`config.mk`:
```
export PLATFORM = sky130hd
export DESIGN_NAME = ps_eop_inserter
export DESIGN_NICKNAME = d
export VERILOG_FILES = /design/src/rtl/ps_eop_inserter.sv
export SDC_FILE = /design/constraint.sdc
export NUM_CORES = 1
export LEC_CHECK = 0
export ABC_CLOCK_PERIOD_IN_PS = 3950
export CAP_MARGIN = 20
export CORE_UTILIZATION = 51
export DETAILED_ROUTE_END_ITERATION = 10
export PLACE_DENSITY = 0.89
export SETUP_SLACK_MARGIN = 0.4
export SYNTH_ARGS = -nofsm -noshare
export SYNTH_HDL_FRONTEND = slang
export SYNTH_SLANG_ARGS = --single-unit
```
`constraint.sdc`:
```
create_clock -name clk -period 3.95 [get_ports clk]
set_input_delay 0.79 -clock clk [delete_from_list [all_inputs] [get_ports clk]]
set_output_delay 0.79 -clock clk [all_outputs]
set_load 0.02 [all_outputs]
```
`src/rtl/ps_eop_inserter.sv`:
```
`default_nettype none
// ============================================================================
// Module   : ps_eop_inserter
// Purpose  : Cuts an unframed word stream into packets by flagging every
//            N-th accepted word as end-of-packet, where N = max(i_len, 1).
//            i_len is sampled only on the first word of each packet. The
//            output is registered through a 2-entry skid buffer, so i_rdy
//            is a flop with no combinational path from o_rdy.
// Ports    : clk    - single clock, rising edge
//            reset  - synchronous active-high reset
//            i_len  - packet length in words (0 behaves as 1)
//            i_dat  - input data word
//            i_val  - input valid
//            i_rdy  - input ready (transfer on i_val & i_rdy)
//            o_dat  - output data word
//            o_val  - output valid
//            o_eop  - last word of packet, qualified by o_val
//            o_rdy  - downstream ready (transfer on o_val & o_rdy)
// Revision : 1.0 - initial release
// ============================================================================
module ps_eop_inserter #(
    parameter int WIDTH     = 8,
    parameter int LEN_WIDTH = 16
) (
    input  logic                 clk,
    input  logic                 reset,
    input  logic [LEN_WIDTH-1:0] i_len,
    input  logic [WIDTH-1:0]     i_dat,
    input  logic                 i_val,
    output logic                 i_rdy,
    output logic [WIDTH-1:0]     o_dat,
    output logic                 o_val,
    output logic                 o_eop,
    input  logic                 o_rdy
);

    localparam logic [LEN_WIDTH-1:0] C_ONE = LEN_WIDTH'(1);

    // Packet framing state
    logic [LEN_WIDTH-1:0] r_cnt_q, w_cnt_d;
    logic [LEN_WIDTH-1:0] r_len_q, w_len_d;

    // Output register and skid register, each holding {dat, eop}
    logic                 r_out_val_q,  w_out_val_d;
    logic [WIDTH-1:0]     r_out_dat_q,  w_out_dat_d;
    logic                 r_out_eop_q,  w_out_eop_d;
    logic                 r_skid_val_q, w_skid_val_d;
    logic [WIDTH-1:0]     r_skid_dat_q, w_skid_dat_d;
    logic                 r_skid_eop_q, w_skid_eop_d;
    logic                 r_rdy_q,      w_rdy_d;

    logic                 w_acc;
    logic                 w_out_free;
    logic                 w_eop;
    logic [LEN_WIDTH-1:0] w_len_eff;
    logic [LEN_WIDTH-1:0] w_len_cur;

    always_comb begin
        w_acc      = i_val & r_rdy_q;
        w_len_eff  = (i_len == '0) ? C_ONE : i_len;
        // The live i_len only matters on the first word; afterwards the
        // latched length governs so mid-packet changes are ignored.
        w_len_cur  = (r_cnt_q == '0) ? w_len_eff : r_len_q;
        w_eop      = (r_cnt_q == (w_len_cur - C_ONE));

        w_cnt_d    = r_cnt_q;
        w_len_d    = r_len_q;
        if (w_acc) begin
            if (r_cnt_q == '0) begin
                w_len_d = w_len_eff;
            end
            w_cnt_d = w_eop ? '0 : (r_cnt_q + C_ONE);
        end
    end

    always_comb begin
        w_out_free   = ~r_out_val_q | o_rdy;

        w_out_val_d  = r_out_val_q;
        w_out_dat_d  = r_out_dat_q;
        w_out_eop_d  = r_out_eop_q;
        w_skid_val_d = r_skid_val_q;
        w_skid_dat_d = r_skid_dat_q;
        w_skid_eop_d = r_skid_eop_q;

        if (r_skid_val_q) begin
            // i_rdy is low whenever the skid is occupied, so no input can
            // arrive here; the skid word moves forward first, keeping order.
            if (w_out_free) begin
                w_out_val_d  = 1'b1;
                w_out_dat_d  = r_skid_dat_q;
                w_out_eop_d  = r_skid_eop_q;
                w_skid_val_d = 1'b0;
            end
        end else if (w_acc) begin
            if (w_out_free) begin
                w_out_val_d = 1'b1;
                w_out_dat_d = i_dat;
                w_out_eop_d = w_eop;
            end else begin
                w_skid_val_d = 1'b1;
                w_skid_dat_d = i_dat;
                w_skid_eop_d = w_eop;
            end
        end else if (o_rdy) begin
            w_out_val_d = 1'b0;
        end

        // Ready follows the next skid occupancy, so it drops in the same
        // edge that fills the skid and no third word is ever accepted.
        w_rdy_d = ~w_skid_val_d;
    end

    always_ff @(posedge clk) begin
        if (reset) begin
            r_cnt_q      <= '0;
            r_len_q      <= C_ONE;
            r_out_val_q  <= 1'b0;
            r_out_eop_q  <= 1'b0;
            r_skid_val_q <= 1'b0;
            r_skid_eop_q <= 1'b0;
            r_rdy_q      <= 1'b0;
        end else begin
            r_cnt_q      <= w_cnt_d;
            r_len_q      <= w_len_d;
            r_out_val_q  <= w_out_val_d;
            r_out_eop_q  <= w_out_eop_d;
            r_skid_val_q <= w_skid_val_d;
            r_skid_eop_q <= w_skid_eop_d;
            r_rdy_q      <= w_rdy_d;
        end
    end

    // Data payloads need no reset; they are only observed when valid.
    always_ff @(posedge clk) begin
        r_out_dat_q  <= w_out_dat_d;
        r_skid_dat_q <= w_skid_dat_d;
    end

    assign i_rdy = r_rdy_q;
    assign o_val = r_out_val_q;
    assign o_dat = r_out_dat_q;
    assign o_eop = r_out_eop_q;

endmodule
`default_nettype wire

```
==> results.ini, run 1 <==
[clock_tree]
cts_sinks=53
cts_root_buf=clkbuf_8
cts.clk_slew.worst_paths_ps=100
cts_tree=built
clock_path_buffers=2
cts_buffers=5
htreeDepth=2
clock_latency_ps=320

[setup_path]
crit_type=input port to flip-flop
path_max_fanout=7
r2r.worst_path.cells=20
r2r_start=r_cnt_q[0]
cp.required_ps=4210
worstPathArrival_ps=4090
r2r-end=r_cnt_q[13]
worstPathCellList=buf_2, nor3_4, nand4_1, o311a_1, or2_4, ha_4, buf_6, nand2b_4, buf_6, o32ai_4, mux2_4, a221oi_2, o32a_1, buf_4, nor4b_4, buf_4, a41o_2, nor2_1
cp.buffers_inverters=5
cp-start-kind=input port
slowest_stage=o311a_1
end_kind=flip-flop
path_delay_family=compound AO/OA/AOI/OAI gates
ff2ff_setup_slack_ps=200
max_stage_delay_ps=350

[timing]
setup_viol=0
hold_viol_final=0
timing.hold.ws_ps=463
skew_ps=5.78
slew_violations=0
setup_tns_ps=0
fin_crit_sh=0.969
rsz0062_at_grt=yes
min_period_ps=3830
fmax_mhz=261
max_slew_margin=0.273
tightest_slew_ps=1090

[power_and_ir_drop]
net-switching-power_uw=436
p_int_uw=893
clkPwrFrac=0.251
total_power_mw=1.33
p_leak_nw=1.77
p_seq_frac=0.450
sw_frac_of_total=0.328
vdd_drop_max_mv=0.202
cellPowerDensity_mw_per_mm2=284
share_comb_of_total_power=0.300

[final_layout]
stdcell_area_sq_mm=0.00468
final_nets=514
fin_util=0.738
drive_above_1_share=0.304
area_growth_pct=39.0
diodes=0

[min_path]
hold_start=r_len_q[15]
hold_end=r_len_q[15]
min_path_type=flip-flop to flip-flop
min_path_cells=2

[synth]
yosysMostFrequentCell=nand2_1
syn-instance-count=390
synth_nets=421
synth_xor_area_frac=0.0780
async_flop_share=0
synthAdderAreaFrac=0.0111
syn_area_sq_mm=0.00337
yosysUniqueCellTypes=61
ys_warn_count=0
synth.area.top_cells=dfxtp_1 (22%), edfxtp_1 (14%), nand2_1 (5.0%), xor2_1 (4.4%), nor2_1 (4.1%)
synth_seq_cells=53
synth.avg_cell_area_sq_um=8.64
synth_mux_area_frac=0.0632
yosys-top-cells-count=nand2_1 (45), dfxtp_1 (37), nor2_1 (37), a21oi_1 (21)
yosysTopAreaCellShare=0.220
synth-simple-area-share=0.309
synth_compound_area_frac=0.134
synth-main-ff-cell=dfxtp_1
ys_seq_area_frac=0.363
synth_top_family_by_area=simple AND/OR/NAND/NOR gates
synth_top_area_cell=dfxtp_1
synth-edff-count=16

[die]
start_util=0.530
row_count=29
core_area_sq_mm=0.00635
dieArea_sq_mm=0.00693
io_pins=39
die_width_um=83.3
dieHeight_um=83.3

[placed_design]
io_buffers=38
gp_congestion=0.992
detailed_place_hpwl_um=7580
placed_cell_area_sq_mm=0.00419

[global_routing]
antenna_found_initial=0
grt_max_degree=28
grt_pass1_wl_um=16800
grt_pass1_vias=3427
gr-total-overflow=0
grt_usage=0.304

[drt]
postRouteAntennaNets=0
viasPerCell=6.42
drcViolationCount=0
firstDrtPassIters=5
wl_um=10900
vias=3601
wl_per_cell_um=19.4
drt_iter0_markers=346

[job]
max-cap-violations=0

[outcome]
status=completed

-- power by group through the flow --
stage               Combinational [mW]  Sequential [mW]  Clock [mW]
finish                           0.398            0.598       0.333
global route                     0.418            0.600       0.355
CTS                              0.368            0.596       0.338
detailed placement               0.321            0.608           0
global placement                 0.314            0.607           0
floorplan                        0.188            0.606           0
-- through the flow --
stage / setup WS, ps / instances
2_1_floorplan: 111 / 390
3_3_place_gp: -374 / 534
3_5_place_dp: -459 / 534
4_1_cts: 269 / 557
5_1_grt: -2.49 / 561
6_report: 121 / 561
-- sequential cells by signal, indices dropped and copies added, names as in the netlist --
name	cells
o_eop	1
o_val	1
o_dat	8
r_skid_val_q	1
i_rdy	1
r_skid_dat_q	8
r_cnt_q	16
r_len_q	16
r_skid_eop_q	1
-- how the worst max path moves through the flow --
stage,start,endpoint,slack (ps),cells past startpoint
finish,i_len[11],r_cnt_q[13],120,18
global route,i_len[11],r_cnt_q[6],-2,18
CTS,r_cnt_q[1],r_cnt_q[1],270,15
detailed placement,i_len[8],r_cnt_q[3],-460,14
global placement,i_len[8],r_cnt_q[4],-370,14
floorplan,i_len[3],r_cnt_q[5],110,15
-- cell usage in the layout, fill, tap and decap left out, types with 3 or more instances in the layout --
cell type        netlist  layout
or4_1                  6       4
xor2_1                17      17
mux2_2                10       8
nand2b_1               9       7
nand4_1               17      17
and3_1                 6       6
nor2_2                 0       4
xnor2_1               13      13
nor3_4                 0       3
nand2_1               45      45
nor4_1                10       7
or3_1                  7       6
dfxtp_1               37      35
nor4_4                 0       6
inv_1                 10       8
nor3_1                13      10
o311a_1                5       5
nor3b_1                3       3
nand3_1               16      15
o21ai_0                5       5
a311oi_1               3       3
a21oi_1               21      20
buf_6                  2       7
clkbuf_8               0       5
nor2_1                37      31
mux2i_1               10      10
buf_4                  2      64
clkdlybuf4s50_1        0      25
or4_4                  2       4
buf_2                  2       5
o311ai_0               3       3
edfxtp_1              16      16
-- worst register-to-register path: stages (launching register included) --
cell and delay (ps):
dfxtp_2 340, inv_2 80, ha_4 130, nor4b_4 290, and4_4 330, buf_4 120, nor2_1 50, or2_4 250
ha_4 190, buf_6 120, nand2b_4 100, buf_6 120, o32ai_4 80, mux2_4 300, a221oi_2 190, o32a_1 240
buf_4 140, nor4b_4 50, buf_4 180, a41o_2 330, nor2_1 100
-- area by class of cell --
class                      instances  area (sq um)
clock inverter                     3          26.3
fill                             430          1670
sequential                        53          1220
inverter                          10          37.5
clock buffer                       5          68.8
tap                               77          96.3
multi-input combinational        307          2340
timing repair buffer             106           891
-- repair_timing --
| item | CTS | global route |
|---|---|---|
| gates resized for setup | 94 | 12 |
| hold buffers | 0 | 0 |
| gates cloned | 1 | 0 |
| setup buffers | 14 | 4 |
| pin swaps | 43 | 13 |
| setup endpoints to repair | 18 | 18 |
-- metal layers --
layer | wire [um] | track usage | part of all wire | vias to the layer above
met5 | 0 | 0 | 0 | -
met4 | 450 | 0.125 | 0.041 | 0
li1 | - | - | - | 1642
met3 | 910 | 0.0716 | 0.084 | 56
met2 | 5230 | 0.508 | 0.48 | 204
met1 | 4280 | 0.376 | 0.39 | 1699
-- cells by family after synthesis --
kind of cell | after synthesis
flops | 53
fa+ha+maj | 3
compound gates | 63
mux | 20
simple gates | 190
buf+inv | 31
xor+xnor | 30
No activity file was read; power rests on OpenSTA's default activity.
==> run 2: changes to the inputs <==
--- a/config.mk
+++ b/config.mk
@@ -7,6 +7,7 @@
 export LEC_CHECK = 0
 export ABC_CLOCK_PERIOD_IN_PS = 3950
 export CAP_MARGIN = 20
+export CORE_ASPECT_RATIO = 0.9
 export CORE_UTILIZATION = 51
 export DETAILED_ROUTE_END_ITERATION = 10
 export PLACE_DENSITY = 0.89
==> results.ini, run 2 (synthesized netlist as in run 1, its figures left out) <==
[timing]
setup_ws_ps=122  ; was 121 ps
setup_tns_ps=0  ; unchanged
hold_viol_final=0  ; unchanged
fmax_mhz=261  ; about the same
min_period_ps=3830  ; about the same
tightest_slew_ps=1070  ; was 1090 ps
slew_violations=0  ; unchanged
fin_crit_sh=0.969  ; about the same
skew_ps=8.80  ; was 5.78 ps
max_slew_margin=0.286  ; was 0.273
rsz0062_at_grt=yes  ; unchanged
setup_viol=0  ; unchanged

[global_routing]
grt_usage=0.326  ; was 0.304
grt_max_degree=27  ; was 28
grt_pass1_wl_um=17000  ; was 16800 um
gr-total-overflow=0  ; unchanged
antenna_found_initial=0  ; unchanged
grt_pass1_vias=3462  ; was 3427

[clock_tree]
clock_path_buffers=2  ; unchanged
cts_sinks=53  ; unchanged
cts_root_buf=clkbuf_8  ; unchanged
cts.clk_slew.worst_paths_ps=100  ; about the same
ctsHoldBuffers=0  ; unchanged
htreeDepth=2  ; unchanged
cts_buffers=5  ; unchanged
clock_latency_ps=330  ; was 320 ps
cts_tree=built  ; unchanged

[die]
dieHeight_um=79.1  ; was 83.3 um
die_width_um=87.7  ; was 83.3 um
core_area_sq_mm=0.00625  ; was 0.00635 sq mm
start_util=0.539  ; was 0.530
dieArea_sq_mm=0.00693  ; about the same
row_count=27  ; was 29
io_pins=39  ; unchanged

[drt]
wl_met3_um=923  ; was 910 um
wl_um=11000  ; was 10900 um
drt_iter0_markers=421  ; was 346
vias=3613  ; was 3601
top_layer=met4  ; unchanged
wl_per_cell_um=19.4  ; about the same
met1_length_um=4500  ; was 4280 um
viasPerCell=6.37  ; was 6.42
postRouteAntennaNets=0  ; unchanged
drcViolationCount=0  ; unchanged
firstDrtPassIters=5  ; unchanged
routed-wl-met2_um=5110  ; was 5230 um

[final_layout]
final_common_cell=buf_4  ; unchanged
stdcell_area_sq_mm=0.00460  ; was 0.00468 sq mm
layout_common_cells=buf_4 (63), nand2_1 (45), nor2_1 (35), dfxtp_1 (35), clkdlybuf4s50_1 (25)  ; was buf_4 (64), nand2_1 (45), dfxtp_1 (35)
reg.largest.list=r_cnt_q x16, r_len_q x16  ; unchanged
fin_util=0.735  ; was 0.738
fillers=454  ; was 430
area_growth_pct=36.4  ; was 39.0%
final_nets=510  ; was 514
regArea_sq_mm=0.00122  ; unchanged
drive_above_1_share=0.279  ; was 0.304
diodes=0  ; unchanged
multi_input_area_sq_mm=0.00227  ; was 0.00234 sq mm

[setup_path]
end_kind=flip-flop  ; unchanged
cp.required_ps=4120  ; was 4210 ps
worstPathArrival_ps=4000  ; was 4090 ps
cp-start-kind=flip-flop  ; was input port
crit_type=flip-flop to flip-flop  ; was input port to flip-flop
path_max_fanout=5  ; was 7

[placed_design]
placed_cell_area_sq_mm=0.00422  ; was 0.00419 sq mm
gp_congestion=0.982  ; was 0.992
io_buffers=38  ; unchanged
detailed_place_hpwl_um=7980  ; was 7580 um
pre_cts_slack_ps=-546  ; was -459 ps

[power_and_ir_drop]
vdd_drop_max_mv=0.170  ; was 0.202 mV
total_power_mw=1.32  ; was 1.33 mW
p_leak_nw=1.75  ; was 1.77 nW
cellPowerDensity_mw_per_mm2=286  ; was 284 mW/mm^2

[min_path]
min_path_type=flip-flop to flip-flop  ; unchanged

[outcome]
status=completed  ; unchanged

[job]
max-cap-violations=0  ; unchanged

run 2: cell types whose count changed in the layout (fill, tap and decap cells not counted), sizes merged:
cell	delta
a41o	-1
buf	-4
clkdlybuf4s15	+1
run 2: layout make-up:
type	count	area share
multi-input cells	306	0.495
flip-flops and latches	53	0.266
repair buffers	103	0.186
well taps	87	0.0237
clock buffers	5	0.0150
inverters	10	0.00871
clock inverters	3	0.00572
run 2: routing by layer:
metal,vias up,GRT usage
li1,1625,-
met1,1726,0.420
met2,210,0.521
met3,52,0.0655
met4,0,0.156
met5,-,0
run 2: critical path: stages (launching register included):
cell,delay [ps]
dfxtp_2,340
inv_2,80
ha_4,130
nor4b_4,280
and4_4,330
mux2i_4,280
ha_4,220
nand2b_4,70
or4_4,430
buf_6,150
o311ai_4,310
a21oi_2,120
or4_4,440
nor4_4,360
o32ai_2,140
run 2: repair_timing:
item	in CTS	in global routing
setup endpoints to repair	18	18
gates resized for setup	76	14
gates cloned	0	0
setup buffers	9	3
pin swaps	20	11
run 2: path summary, 6_finish.rpt:
| path | startpoint | to | slack (ps) | cells after the start |
|---|---|---|---|---|
| hold / removal | r_len_q[15] | r_len_q[15] | 460 | 2 |
| setup / recovery | r_cnt_q[0] | r_cnt_q[1] | 120 | 14 |
| hold reg to reg | r_len_q[15] | r_len_q[15] | 460 | 2 |
| setup reg to reg | r_cnt_q[0] | r_cnt_q[1] | 120 | 14 |
run 2: where the power goes:
group          switching (mW)  leakage (nW)  internal, mW
clock                   0.202        0.0423         0.129
combinational           0.205          1.26         0.180
sequential             0.0210         0.448         0.577
total                   0.428          1.75         0.887
run 2: per-stage QoR:
step | hold slack [ps] | instances
finish | 464 | 567
global route | 500 | 567
CTS | 463 | 564
detailed placement | 449 | 547
global placement | 439 | 547
floorplan | 431 | 390
==> run 3: changes to the inputs <==
--- a/config.mk
+++ b/config.mk
@@ -10,7 +10,7 @@
 export CORE_ASPECT_RATIO = 0.9
 export CORE_UTILIZATION = 51
 export DETAILED_ROUTE_END_ITERATION = 10
-export PLACE_DENSITY = 0.89
+export PLACE_DENSITY = 0.79
 export SETUP_SLACK_MARGIN = 0.4
 export SYNTH_ARGS = -nofsm -noshare
 export SYNTH_HDL_FRONTEND = slang
==> results.ini, run 3 (synthesized netlist as in run 1, its figures left out) <==
[timing]
rsz0062_at_grt=yes  ; unchanged
min_period_ps=3670  ; was 3830 ps
skew_ps=9.09  ; was 8.80 ps
timing.hold.ws_ps=482  ; was 464 ps
fmax_mhz=272  ; was 261 MHz
slew_violations=0  ; unchanged
tightest_slew_ps=733  ; was 1070 ps
setup_viol=0  ; unchanged
setup_tns_ps=0  ; unchanged
max_slew_margin=0.508  ; was 0.286
fin_crit_sh=0.930  ; was 0.969
hold_viol_final=0  ; unchanged

[final_layout]
layout_common_cells=buf_4 (64), nand2_1 (45), dfxtp_1 (35)  ; was buf_4 (63), nand2_1 (45), nor2_1 (35), dfxtp_1 (35), clkdlybuf4s50_1 (25)
regArea_sq_mm=0.00122  ; unchanged
diodes=0  ; unchanged
multi_input_area_sq_mm=0.00232  ; was 0.00227 sq mm
reg.largest.list=r_cnt_q x16, r_len_q x16  ; unchanged
final_nets=512  ; was 510
fillers=465  ; was 454
final_common_cell=buf_4  ; unchanged
drive_above_1_share=0.303  ; was 0.279
area_growth_pct=38.4  ; was 36.4%
fin_util=0.746  ; was 0.735
fin_cells=569  ; was 567

[global_routing]
antenna_found_initial=0  ; unchanged
grt_usage=0.329  ; was 0.326
grt_pass1_vias=3385  ; was 3462
gr-total-overflow=0  ; unchanged
grt_max_degree=28  ; was 27
grt_pass1_wl_um=17000  ; about the same

[placed_design]
io_buffers=38  ; unchanged
dp_cells=549  ; was 547
detailed_place_hpwl_um=8070  ; was 7980 um
gp_congestion=1.04  ; was 0.982

[min_path]
min_path_type=flip-flop to flip-flop  ; unchanged
min_path_cells=2  ; unchanged
hold_start=r_len_q[15]  ; unchanged
hold_end=r_len_q[15]  ; unchanged

[clock_tree]
cts_buffers=5  ; unchanged
cts.clk_slew.worst_paths_ps=110  ; was 100 ps
cts_root_buf=clkbuf_8  ; unchanged
clock_path_buffers=2  ; unchanged
htreeDepth=2  ; unchanged
cts_tree=built  ; unchanged
clock_latency_ps=320  ; was 330 ps
cts_sinks=53  ; unchanged

[setup_path]
r2r-end=r_cnt_q[1]  ; unchanged
end_kind=flip-flop  ; unchanged
ff2ff_setup_slack_ps=280  ; was 120 ps
cp.required_ps=4150  ; was 4120 ps
r2r_start=r_cnt_q[13]  ; was r_cnt_q[0]
max_stage_delay_ps=470  ; was 440 ps
path_max_fanout=6  ; was 5
cp.buffers_inverters=3  ; was 2
crit_type=flip-flop to flip-flop  ; unchanged
cp-start-kind=flip-flop  ; unchanged
worstPathCellList=nor4_4, buf_4, and4_4, mux2i_1, buf_4, ha_4, nand2b_4, or4_4, buf_6, o311ai_4, a21oi_2, or4_4, nor4_4, o32ai_1  ; was inv_2, ha_4, nor4b_4, and4_4, mux2i_4, ha_4, nand2b_4, or4_4, buf_6, o311ai_4, a21oi_2, or4_4, nor4_4, o32ai_2
path_delay_family=simple AND/OR/NAND/NOR gates  ; unchanged
slowest_stage=or4_4  ; unchanged
r2r.worst_path.cells=14  ; unchanged
worstPathArrival_ps=3870  ; was 4000 ps

[drt]
wl_per_cell_um=19.3  ; was 19.4 um
vias=3507  ; was 3613
firstDrtPassIters=5  ; unchanged
drcViolationCount=0  ; unchanged
viasPerCell=6.16  ; was 6.37
wl_um=11000  ; about the same
drt_iter0_markers=230  ; was 421
postRouteAntennaNets=0  ; unchanged

[die]
die_width_um=87.7  ; unchanged
row_count=27  ; unchanged
core_area_sq_mm=0.00625  ; unchanged
dieHeight_um=79.1  ; unchanged
io_pins=39  ; unchanged
start_util=0.539  ; unchanged
dieArea_sq_mm=0.00693  ; unchanged

[power_and_ir_drop]
vdd_drop_max_mv=0.205  ; was 0.170 mV
total_power_mw=1.31  ; was 1.32 mW
cellPowerDensity_mw_per_mm2=281  ; was 286 mW/mm^2
p_leak_nw=1.75  ; about the same

[job]
max-cap-violations=0  ; unchanged

[outcome]
status=completed  ; unchanged

==> run 3: final cells by class <==
cell class / count / area share
sequential: 53 / 0.263
clock buffer: 5 / 0.0148
clock inverter: 3 / 0.00564
inverter: 10 / 0.00859
tap: 87 / 0.0234
timing repair buffer: 104 / 0.188
multi-input combinational: 307 / 0.497
==> run 3: timing repair <==
item	4_1_cts	5_1_grt
gates cloned	1	0
setup buffers	7	3
pin swaps	18	21
gates resized for setup	77	25
endpoints found under the setup margin	18	18
hold buffers	0	0
==> run 3: tightest hold or removal path, stage by stage, from the launching register on <==
cell	delay [ps]
dfxtp_1	330
nand2_1	60
a21oi_1	50
==> run 3: stage by stage <==
stage	setup WS [ps]	instance area (sq um)
4_1_cts	340	4500
3_5_place_dp	-511	4240
6_report	277	4660
5_1_grt	135	4660
2_1_floorplan	111	3450
3_3_place_gp	-477	4240
==> run 3: power breakdown <==
part | internal [mW] | switching [mW]
registers | 0.577 | 0.0204
clock network | 0.129 | 0.202
logic | 0.177 | 0.203
==> run 3: worst max-delay path by stage <==
stage | from | end | slack [ps] | depth (start not counted)
floorplan | i_len[3] | r_cnt_q[5] | 110 | 15
finish | r_cnt_q[13] | r_cnt_q[1] | 280 | 14
global route | i_len[9] | o_eop | 130 | 14
global placement | i_len[3] | r_cnt_q[1] | -480 | 12
detailed placement | i_len[3] | r_cnt_q[1] | -510 | 12
CTS | i_len[9] | r_cnt_q[1] | 340 | 12
==> run 3: per-layer routing <==
metal  wire length, um  GRT usage  up-vias
li1                  -          -     1638
met1              4760      0.452     1671
met2              5010      0.512      175
met3              1020     0.0717       23
met4               216      0.110        0
met5                 0          0        -
==> RTL edit: new RTL, config.mk and constraints of run 3 <==
Change the parameter `LEN_WIDTH` from 16 to 32.
--- a/src/rtl/ps_eop_inserter.sv
+++ b/src/rtl/ps_eop_inserter.sv
@@ -20,7 +20,7 @@
 // ============================================================================
 module ps_eop_inserter #(
     parameter int WIDTH     = 8,
-    parameter int LEN_WIDTH = 16
+    parameter int LEN_WIDTH = 32
 ) (
     input  logic                 clk,
     input  logic                 reset,
Interface: changed (resized i_len); port bits go from 39 to 55. No check against the original RTL was run, so the function may have changed too.
==> RTL edit against run 3 <==
- the flow now finishes with violations (setup timing)
- fmax down 17%
- clock power rose to 2.6 times the old value
- synthesized area up 87%
- routed wire length up 95%
- worst setup slack worse by 0.77 ns
- register-to-register slack worse by 0.76 ns
- sequential cell count up 32
- global-route usage up 1.3 points
- clock skew up 0.0021 ns
- total power up 85%
- count of clock-buffer cells in the layout up 6
- utilization down 5.3 points
- final area up 79%
- critical path type is now input port to flip-flop
- largest cell class unchanged
==> RTL edit: results (changes against run 3) <==
\begin{tabular}{lr}
\hline
Metric & Value \\
\hline
\multicolumn{2}{l}{\textbf{Status}} \\
Outcome & finished, violations left \\
Violated checks & setup timing \\
\multicolumn{2}{l}{\textbf{CTS}} \\
Clock slew seen by the registers of the worst setup and hold paths & 0.07 ns (-0.04 ns) \\
H-tree levels & 3 (+1) \\
Inserted Clock Buffers & 9 (+4) \\
Cell at the root of the clock tree & clkbuf\_16 \\
Clock latency on the worst-skew pair & 0.35 ns (+0.03 ns) \\
\multicolumn{2}{l}{\textbf{Synthesis}} \\
Synthesized netlist net count & 801 (+90\%) \\
Synth Area per Inst & 8.36 sq um (-3.2\%) \\
Synth unique cells & 83 (+36\%) \\
Top area cells in the synthesized netlist & dfxtp\_1 (22\%), edfxtp\_1 (7.6\%), xnor2\_1 (7.4\%) \\
\multicolumn{2}{l}{\textbf{Drt}} \\
Sum of routed wire segments on met1 & 9090 microns (+91\%) \\
Routed wl met3 & 1720 microns (+68\%) \\
Total via count after detailed routing & 6633 (+89\%) \\
Met2 routed WL & 10000 microns (+100\%) \\
\multicolumn{2}{l}{\textbf{Placed design}} \\
Total of buffers placed on input and output ports & 54 (+42\%) \\
Routability congestion estimate from global placement & 0.926 (-11\%) \\
Cell Count Post-Placement & 1035 (+89\%) \\
Placed standard-cell area & 0.00771 sq mm (+82\%) \\
Detailed placer's ending HPWL & 15400 microns (+91\%) \\
\multicolumn{2}{l}{\textbf{Critical path}} \\
Crit-path max FO & 8 (+2) \\
Capture point of the worst path & r\_cnt\_q[3] \\
Critical Path Start & i\_len[25] \\
Beginning of the worst register-to-register path & r\_cnt\_q[26] \\
R2R depth & 20 (+6) \\
Setup slack of the worst register-to-register path & -0.48 ns (-0.76 ns) \\
Data arrival time of the critical path & 4.65 ns (+0.78 ns) \\
\multicolumn{2}{l}{\textbf{Layout}} \\
Nets@finish & 952 (+86\%) \\
Count of filler cells inserted in the layout & 979 (+110\%) \\
Registers with the highest flip-flop counts & r\_cnt\_q: 32 flops, r\_len\_q: 32 flops \\
Share of layout cells above drive strength 1 & 28.5\% (-1.8 points) \\
\multicolumn{2}{l}{\textbf{GRT}} \\
First-pass GRT wire length & 33900 microns (+99\%) \\
Pin count of the biggest net entering global routing & 43 (+54\%) \\
\multicolumn{2}{l}{\textbf{STA}} \\
Clock Skew & 0.0111 ns (+0.00205 ns) \\
WHS & 0.480 ns (-0.00152 ns) \\
Setup violators final & 34 (+34) \\
Slew of the pin with the lowest slew margin & 0.807 ns (+0.0736 ns) \\
Total negative setup slack & -14.63 ns (-14.63 ns) \\
Worst path setup slack after routing & -0.496 ns (-0.773 ns) \\
\multicolumn{2}{l}{\textbf{Power}} \\
VDD IR max & 305 uV (+49\%) \\
\hline
\end{tabular}
==> RTL edit: what timing repair did <==
item / in CTS / in global routing
gates resized for setup: 64 / 10
endpoints found under the setup margin: 34 / 34
gates cloned: 1 / 0
buffers inserted: 15 / 3
pin swaps: 15 / 8
==> RTL edit: metal layers <==
metal	vias to the layer above	track usage, %
li1	3066	-
met1	3169	44.4
met2	345	56.6
met3	53	6.51
met4	0	12.4
met5	-	0
==> RTL edit: kinds of logic (layout without fill, tap and decap cells) <==
group,Yosys count,after routing,share of synthesized area (%)
DFF,85,85,29.5
AOI/OAI and AO/OA,154,154,16.3
other,0,1,0
xor gates and xnor gates,78,78,10.8
adders and majority gates,3,3,0.595
muxes,27,27,4.50
and+or+nand+nor,334,334,31.5
buffers and inverters,73,229,6.73
==> RTL edit: power breakdown <==
part / internal, mW / switching, mW / total [mW]
Combinational: 0.269 / 0.358 / 0.627
Clock: 0.494 / 0.367 / 0.861
Sequential: 0.908 / 0.0264 / 0.935
Total: 1.67 / 0.751 / 2.42
==> RTL edit: how the worst min path moves through the flow <==
stage / cells after the start / from / to
global route: 2 / r_len_q[27] / r_len_q[27]
CTS: 2 / r_len_q[23] / r_len_q[23]
detailed placement: 2 / r_len_q[23] / r_len_q[23]
global placement: 2 / r_skid_eop_q / r_skid_eop_q
floorplan: 2 / r_len_q[23] / r_len_q[23]
finish: 2 / r_len_q[23] / r_len_q[23]
==> RTL edit: area by class of cell <==
cell class | count | area share (%)
diodes | 1 | 0.0300
multi-input cells | 596 | 51.1
flip-flops and latches | 85 | 22.4
clock buffers | 11 | 2.79
inverters | 17 | 0.766
clock inverters | 5 | 0.736
well taps | 160 | 2.40
repair buffers | 196 | 19.7
